### config.mk
export PLATFORM = sky130hd
export DESIGN_NAME = lsu_mem_if
export DESIGN_NICKNAME = d
export VERILOG_FILES = /design/src/rtl/lsu_pkg.sv /design/src/rtl/lsu_align.sv /design/src/rtl/lsu_mem_if.sv
export SDC_FILE = /design/constraint.sdc
export NUM_CORES = 1
export LEC_CHECK = 0
export CORE_MARGIN = 2
export CORE_UTILIZATION = 46
export DETAILED_ROUTE_END_ITERATION = 6
export PLACE_DENSITY_LB_ADDON = 0.12
export SLEW_MARGIN = 20
export SYNTH_ARGS = -nofsm -noshare
export SYNTH_HDL_FRONTEND = slang
export SYNTH_SLANG_ARGS = --single-unit
### constraint.sdc
create_clock -name clk -period 3.8 [get_ports clk]
set_clock_uncertainty 0.05 [all_clocks]
set_input_delay 0.57 -clock clk [delete_from_list [all_inputs] [get_ports clk]]
set_output_delay 0.57 -clock clk [all_outputs]
set_load 0.01 [all_outputs]
### src/rtl/lsu_pkg.sv
// lsu_pkg: shared funct3 codes, FSM states and access-legality helpers for the load/store unit.
package lsu_pkg;
    localparam logic [2:0] F3_B  = 3'b000;
    localparam logic [2:0] F3_H  = 3'b001;
    localparam logic [2:0] F3_W  = 3'b010;
    localparam logic [2:0] F3_BU = 3'b100;
    localparam logic [2:0] F3_HU = 3'b101;

    typedef enum logic [2:0] {IDLE, RD, CAP, WR, RESP} state_e;

    // Unsigned variants exist only for sub-word loads.
    function automatic logic is_illegal(input logic we, input logic [2:0] f3);
        return f3 == 3'b011 || f3[2:1] == 2'b11 || (we && f3[2]);
    endfunction

    function automatic logic is_misaligned(input logic [2:0] f3, input logic [1:0] a);
        return (f3[1:0] == 2'b01 && a[0]) || (f3[1:0] == 2'b10 && a != 2'b00);
    endfunction
endpackage

### src/rtl/lsu_align.sv
// lsu_align: load lane extraction with sign/zero extension, and sub-word store merge into a read word.
module lsu_align
    import lsu_pkg::*;
(
    input  logic [31:0] old_i,
    input  logic [31:0] new_i,
    input  logic [1:0]  lane_i,
    input  logic [2:0]  f3_i,
    output logic [31:0] load_o,
    output logic [31:0] merge_o
);
    logic [7:0]  b;
    logic [15:0] h;
    logic [31:0] bm;
    logic [31:0] hm;

    always_comb begin
        b = old_i[{lane_i, 3'b000} +: 8];
        h = lane_i[1] ? old_i[31:16] : old_i[15:0];
        bm = 32'h0000_00ff << {lane_i, 3'b000};
        hm = 32'h0000_ffff << {lane_i[1], 4'b0000};
        load_o = f3_i == F3_B  ? {{24{b[7]}}, b} :
                 f3_i == F3_BU ? {24'b0, b} :
                 f3_i == F3_H  ? {{16{h[15]}}, h} :
                 f3_i == F3_HU ? {16'b0, h} : old_i;
        // Replicating the new data across lanes lets the mask alone pick the target lane.
        merge_o = f3_i[1:0] == 2'b00 ? (old_i & ~bm) | ({4{new_i[7:0]}} & bm) :
                  f3_i[1:0] == 2'b01 ? (old_i & ~hm) | ({2{new_i[15:0]}} & hm) : new_i;
    end
endmodule

### src/rtl/lsu_mem_if.sv
// lsu_mem_if: single-outstanding RV32I load/store initiator driving a word-wide memory port,
// using read-modify-write for byte and halfword stores.
module lsu_mem_if
    import lsu_pkg::*;
(
    input  logic        clk,
    input  logic        rst,
    input  logic        req_valid,
    output logic        req_ready,
    input  logic        req_we,
    input  logic [2:0]  req_funct3,
    input  logic [31:0] req_addr,
    input  logic [31:0] req_wdata,
    output logic        resp_valid,
    input  logic        resp_ready,
    output logic [31:0] resp_rdata,
    output logic        resp_err,
    output logic [31:0] mem_addr,
    output logic        mem_r_enable,
    output logic        mem_w_enable,
    output logic [31:0] mem_wdata,
    input  logic [31:0] mem_rdata
);
    state_e      state_q, state_d;
    logic        we_q;
    logic [2:0]  f3_q;
    logic [31:0] addr_q;
    logic [31:0] wword_q;
    logic [31:0] rdata_q;
    logic        err_q;
    logic [31:0] load_w;
    logic [31:0] merge_w;
    logic        accept;
    logic        bad;

    assign accept = state_q == IDLE && req_valid;
    assign bad = is_illegal(req_we, req_funct3) || is_misaligned(req_funct3, req_addr[1:0]);

    lsu_align u_align (
        .old_i   (mem_rdata),
        .new_i   (wword_q),
        .lane_i  (addr_q[1:0]),
        .f3_i    (f3_q),
        .load_o  (load_w),
        .merge_o (merge_w)
    );

    always_ff @(posedge clk or posedge rst) begin
        if (rst) state_q <= IDLE;
        else     state_q <= state_d;
    end

    always_comb begin
        state_d = state_q;
        case (state_q)
            IDLE:    if (req_valid) state_d = bad ? RESP : (req_we && req_funct3[1:0] == 2'b10) ? WR : RD;
            RD:      state_d = CAP;
            CAP:     state_d = we_q ? WR : RESP;
            WR:      state_d = RESP;
            RESP:    if (resp_ready) state_d = IDLE;
            default: state_d = IDLE;
        endcase
    end

    // wword_q holds the raw store data until CAP replaces it with the merged word.
    always_ff @(posedge clk or posedge rst) begin
        if (rst) begin
            we_q    <= 1'b0;
            f3_q    <= 3'b0;
            addr_q  <= 32'b0;
            wword_q <= 32'b0;
            rdata_q <= 32'b0;
            err_q   <= 1'b0;
        end else begin
            if (accept) begin
                we_q    <= req_we;
                f3_q    <= req_funct3;
                addr_q  <= req_addr;
                wword_q <= req_wdata;
                rdata_q <= 32'b0;
                err_q   <= bad;
            end
            if (state_q == CAP) begin
                if (we_q) wword_q <= merge_w;
                else      rdata_q <= load_w;
            end
        end
    end

    assign req_ready    = state_q == IDLE;
    assign resp_valid   = state_q == RESP;
    assign resp_rdata   = rdata_q;
    assign resp_err     = err_q;
    assign mem_addr     = {addr_q[31:2], 2'b00};
    assign mem_r_enable = state_q == RD;
    assign mem_w_enable = state_q == WR;
    assign mem_wdata    = wword_q;
endmodule

==> results of run 1 <==
[kinds of logic after synthesis]
logic type | Yosys count
other | 1
buffers and inverters | 75
AO/OA/AOI/OAI | 183
flip-flops | 104
multiplexers | 26
AND/OR/NAND/NOR | 208
[critical path, stage by stage, from the launching register on]
cell and delay (ns):
dfrtp_1 0.68, nor3_2 0.43, clkdlybuf4s50_1 0.60
[power groups by stage]
stage	Clock [mW]	Combinational, mW	Sequential, mW
global placement	0	3.11	2.12
floorplan	0	2.02	2.07
finish	0.944	3.19	2.12
global route	1.00	3.47	2.19
detailed placement	0	3.19	2.13
CTS	0.956	3.21	2.11
[layout by cell type (no fill, tap or decap), types with 5 or more instances in the layout]
cell and n:
clkbuf_16 9, a221o_1 16, nand2b_1 5, nor3_1 10
or4b_1 8, clkdlybuf4s50_1 202, a21oi_1 34, a211oi_2 10
a22o_1 14, buf_4 8, a211oi_1 14, mux2i_1 16
a22oi_1 24, a21o_1 9, nand2_1 134, o21ai_0 50
dfrtp_1 104, nor2_1 28, mux4_2 8
[routing by layer]
layer  wire length, um  GRT usage [%]
met5                 0              0
met2              8280           42.1
met3              1270           5.07
met4               544           11.3
met1              7560           35.6
[cells in the mapped netlist, types with 2 or more instances]
library cell,instances,area [sq um]
mux4_2,8,180
nand3b_1,3,22.5
clkbuf_1,13,48.8
a211oi_1,14,105
o2bb2ai_1,2,17.5
dfrtp_1,104,2600
nor3_1,10,50.1
mux2_2,2,22.5
buf_4,41,308
nand2_2,3,18.8
nor2_1,28,105
nand2b_1,5,31.3
nand2_1,134,503
or4b_1,8,80.1
nor3_2,3,30.0
a22oi_1,24,180
o21ai_1,2,10.0
buf_2,10,50.1
a221o_1,16,160
a211oi_2,10,125
a22o_1,14,123
nor4b_4,2,47.6
mux2i_1,16,160
a21o_1,9,67.6
nor2b_1,2,12.5
a21oi_1,34,170
a21oi_2,2,17.5
o21ai_0,50,250
inv_1,3,11.3
nor2_2,2,12.5
buf_6,6,67.6
[per-stage QoR]
stage                     cell area (sq um)  worst slack (ns)  cells  total power [mW]  hold WS (ns)
after floorplan                        5770             0.448    598              4.09         0.397
after global placement                 7580              1.31    905              5.23         0.408
after detailed placement               7580              1.33    905              5.31         0.411
after CTS                              7880              1.09    921              6.28         0.428
after global routing                   7880             0.982    921              6.66         0.444
final                                  7880              1.12    921              6.25         0.421
[final cells by class]
cell class,count,share of cell area (%)
multi-input combinational,419,33.9
clock buffer,11,3.08
sequential,104,33.0
clock inverter,5,0.714
timing repair buffer,210,26.4
inverter,4,0.222
tap,168,2.67
[worst min-delay path by stage]
stage | from | cells past startpoint | slack, ns | end
after global routing | addr_q[20] | 2 | 0.44 | addr_q[20]
final | addr_q[28] | 2 | 0.42 | addr_q[28]
after CTS | addr_q[20] | 2 | 0.43 | addr_q[20]
after floorplan | addr_q[10] | 2 | 0.40 | addr_q[10]
after global placement | addr_q[12] | 2 | 0.41 | addr_q[12]
after detailed placement | addr_q[20] | 2 | 0.41 | addr_q[20]
==> out/metrics.cfg, run 1 <==
[run_status]
outcome = finished, final reports clean

[setup_path]
reg2reg_slack_ns = 1.36
arrival_ns = 2.06
path_class = reg2out
r2r-start = we_q
regToRegEndpoint = resp_rdata[6]
required_ns = 3.18
crit_start = state_q[1]
endpoint_kind = output port
crit_path_end = req_ready
worstPathMaxFanout = 26
r2r.worst_path.cells = 4
start_kind = flop

[layout]
final_util_pct = 65.1
seq_area_sq_um = 2600
fin_nets = 852
multi_input_area_sq_um = 2670
diodes = 0
fill_cells = 1023
drive_gt1_share_pct = 8.37
synthToLayoutAreaGrowth_pct = 36.6

[cts]
cts_made_buffers = 9
post_cts_resized = 0
clockRootBuffer = clkbuf_16
cts_tree = yes
post_cts_buffers = 0
clk_latency_ns = 0.34
clkSlewWorstSetupHoldPaths_ns = 0.07
ctsHtreeMaxLevel = 3
postCtsHoldBufs = 0
cts.sink_count = 104
clock_path_buffers = 2

[floorplan]
die_h_um = 116
start_util_pct = 47.6
dieArea_sq_um = 13500
die_w_um = 116
io_pins = 205
coreArea_sq_um = 12100
fp-row-count = 40

[pwr]
leakage_nw = 3.38
p_seq_share_pct = 33.9
sw_frac_of_total_pct = 39.7
p_per_area_nw_per_um2 = 793
p_clk_share_pct = 15.1
ir_drop_v = 0.000931
switchingPower_mw = 2.48
intPower_mw = 3.77
combPwrFrac_pct = 51.0

[grt]
grt.overflow.total = 0
grt_max_degree = 67
grt_pass1_vias = 5154
grt.total_usage_pct = 26.5
grt_pass1_wl_mm = 27.3
antenna_found_initial = 0

[logic_synthesis]
synth_compound_area_share_pct = 22.5
netlist_area_sq_um = 5770
synth_xor_area_share_pct = 0
syn_avg_cell_area_sq_um = 9.67
synth_edf_count = 0
synthAdderAreaFrac_pct = 0
synthArstFlopShare_pct = 100
synth_seq_cells = 104
synth_top_family_by_area = compound AO/OA/AOI/OAI gates
synth_cells = 597
ys_seq_area_share_pct = 45.1
synthSimpleGateAreaFrac_pct = 17.3
synthMuxAreaShare_pct = 6.29
ys_types = 48
ys.flop_type = dfrtp_1
synth_warnings = 0

[timing]
setup_tns_ns = 0
min_period_ns = 2.68
period_share_pct = 70.7
slew_headroom_pct = 36.6
hold_viol = 0
tightest_slew_ns = 0.952
finalSetupViolCount = 0
drv_slew = 0
rsz0062_at_grt = false
fmax_ghz = 0.372

[route]
drc_errors = 0
drtIter0Drc = 331
finalWirelength_mm = 17.7
num_vias = 5136
avgRoutedWirePerCell_um = 19.2
postRouteAntennaNets = 0
routed_via_density = 5.58
firstDrtPassIters = 5

[placed_design]
dpl.hpwl_mm = 12.9
io_buffers = 202
gp_congestion = 0.904

[worst_hold_path]
holdCritPathClass = reg2reg

[job]
maxCapViolCount = 0

Note: power is estimated with default switching activity, not from simulation.
==> inputs of run 2 (changes only) <==
clock period = 2.5 ns   (was 3.8 ns; I/O delays follow)
==> run 2 against run 1 <==
Sequential cell count is the same. Worst setup slack got worse by 0.87 ns. Total power increased by 53%. Via count grew 4.2%. Sequential share of layout area fell by 0.33 points. Global-route usage up 0.65 points. Critical path depth unchanged. Routed wire length grew 2.1%. Clock power is 39% higher. Utilization rose by 0.69 points.
==> out/metrics.cfg, run 2 (same netlist as run 1, synthesis figures left out) <==
[setup_path]
worstPathMaxFanout = 26  ; unchanged
required_ns = 2.08  ; -1.10 ns
cp_top_family = buffers and inverters
path_buf_inv = 1  ; unchanged
endpoint_kind = output port
slowest_stage = clkdlybuf4s50_1
cp_cell_sequence = nor3_2 > clkdlybuf4s50_1
arrival_ns = 1.83  ; -0.23 ns
start_kind = flop
slowest_delay_ns = 0.61  ; -0.07 ns
path_class = reg2out

[cts]
clockRootBuffer = clkbuf_16
ctsHtreeMaxLevel = 3  ; unchanged
clk_latency_ns = 0.35  ; about the same
post_cts_buffers = 0  ; unchanged
cts_made_buffers = 9  ; unchanged
postCtsHoldBufs = 0  ; unchanged
cts.sink_count = 104  ; unchanged
post_cts_resized = 0  ; unchanged
cts_tree = yes
clock_path_buffers = 2  ; unchanged
clkSlewWorstSetupHoldPaths_ns = 0.07  ; about the same

[grt]
grt.total_usage_pct = 27.1  ; +0.65 points
antenna_found_initial = 0  ; unchanged
grt_pass1_wl_mm = 28.0  ; +2.5%
grt_pass1_vias = 5196  ; +0.81%
grt_max_degree = 51  ; -24%
grt.overflow.total = 0  ; unchanged

[route]
drtIter0Drc = 445  ; +34%
finalWirelength_mm = 18.0  ; +2.1%
firstDrtPassIters = 5  ; unchanged
avgRoutedWirePerCell_um = 19.3  ; +0.85%
num_vias = 5352  ; +4.2%
postRouteAntennaNets = 0  ; unchanged
routed_via_density = 5.74  ; +3.0%
drc_errors = 0  ; unchanged

[timing]
tightest_slew_ns = 0.621  ; -0.331 ns
finalSetupViolCount = 0  ; unchanged
hold_viol = 0  ; unchanged
fin_ws_ns = 0.242  ; -0.874 ns
drv_slew = 0  ; unchanged
slew_headroom_pct = 58.5  ; +22 points
min_period_ns = 2.26
period_share_pct = 90.3
setup_tns_ns = 0  ; unchanged
rsz0062_at_grt = false
fmax_ghz = 0.443

[placed_design]
placed_cell_area_sq_um = 7700  ; +1.6%
dpl.hpwl_mm = 13.5  ; +4.8%
pre_cts_ws_ns = 0.335  ; -0.992 ns
gp_congestion = 0.942  ; +4.2%
dp.cells = 918  ; +1.4%
io_buffers = 202  ; unchanged

[pwr]
leakage_nw = 3.42  ; +1.2%
p_per_area_nw_per_um2 = 1200  ; +51%
ir_drop_v = 0.000538  ; -42%

[worst_hold_path]
holdCritPathClass = in2async

[layout]
stdcell_count = 932  ; +1.2%
design_area_sq_um = 7970  ; +1.1%
diodes = 0  ; unchanged
drive_gt1_share_pct = 9.82  ; +1.5 points
fin_nets = 865  ; +1.5%
layout_commonest_cell = clkdlybuf4s50_1
synthToLayoutAreaGrowth_pct = 38.1
final_util_pct = 65.8  ; +0.69 points
layout_common_cells = clkdlybuf4s50_1, nand2_1, dfrtp_1

[floorplan]
die_w_um = 116  ; unchanged
fp-row-count = 40  ; unchanged
die_h_um = 116  ; unchanged
start_util_pct = 47.6  ; unchanged
dieArea_sq_um = 13500  ; unchanged
coreArea_sq_um = 12100  ; unchanged
io_pins = 205  ; unchanged

[run_status]
outcome = finished, final reports clean

[job]
maxCapViolCount = 0  ; unchanged

[run 2: power breakdown]
group          internal (mW)  switching [mW]  total (mW)
Sequential              2.46           0.702        3.16
Clock                  0.691           0.615        1.31
Combinational           2.59            2.49        5.08
Total                   5.74            3.80        9.54
[run 2: worst paths after layout]
path	startpoint	end	slack, ns	cells after the start
max	state_q[1]	req_ready	0.24	2
min	rst	mem_wdata[30]	0.40	2
max reg2reg	addr_q[0]	flop	0.52	5
min reg2reg	addr_q[29]	addr_q[29]	0.42	2
max in group asynchronous	rst	resp_rdata[0]	1.35	3
min in group clk	addr_q[29]	addr_q[29]	0.42	2
[run 2: area by class of cell]
cell class	count	area, sq um
clock buffer	11	243
clock inverter	3	20.0
fill	1043	4140
inverter	4	18.8
multi-input combinational	419	2670
sequential	104	2600
tap	168	210
timing repair buffer	223	2200
[run 2: metrics by stage]
| step | hold WS [ns] | power (mW) |
|---|---|---|
| after floorplan | 0.397 | 6.22 |
| after global placement | 0.406 | 8.10 |
| after detailed placement | 0.412 | 8.24 |
| after CTS | 0.420 | 9.57 |
| after global routing | 0.443 | 10.2 |
| final | 0.403 | 9.54 |
[run 2: layer usage]
layer / track usage (%) / vias up / part of all wire (%)
met5: 0 / - / 0
met4: 10.7 / 0 / 3.2
met3: 4.92 / 46 / 8.3
met2: 43.1 / 274 / 47
met1: 37.1 / 2599 / 42
li1: - / 2433 / -
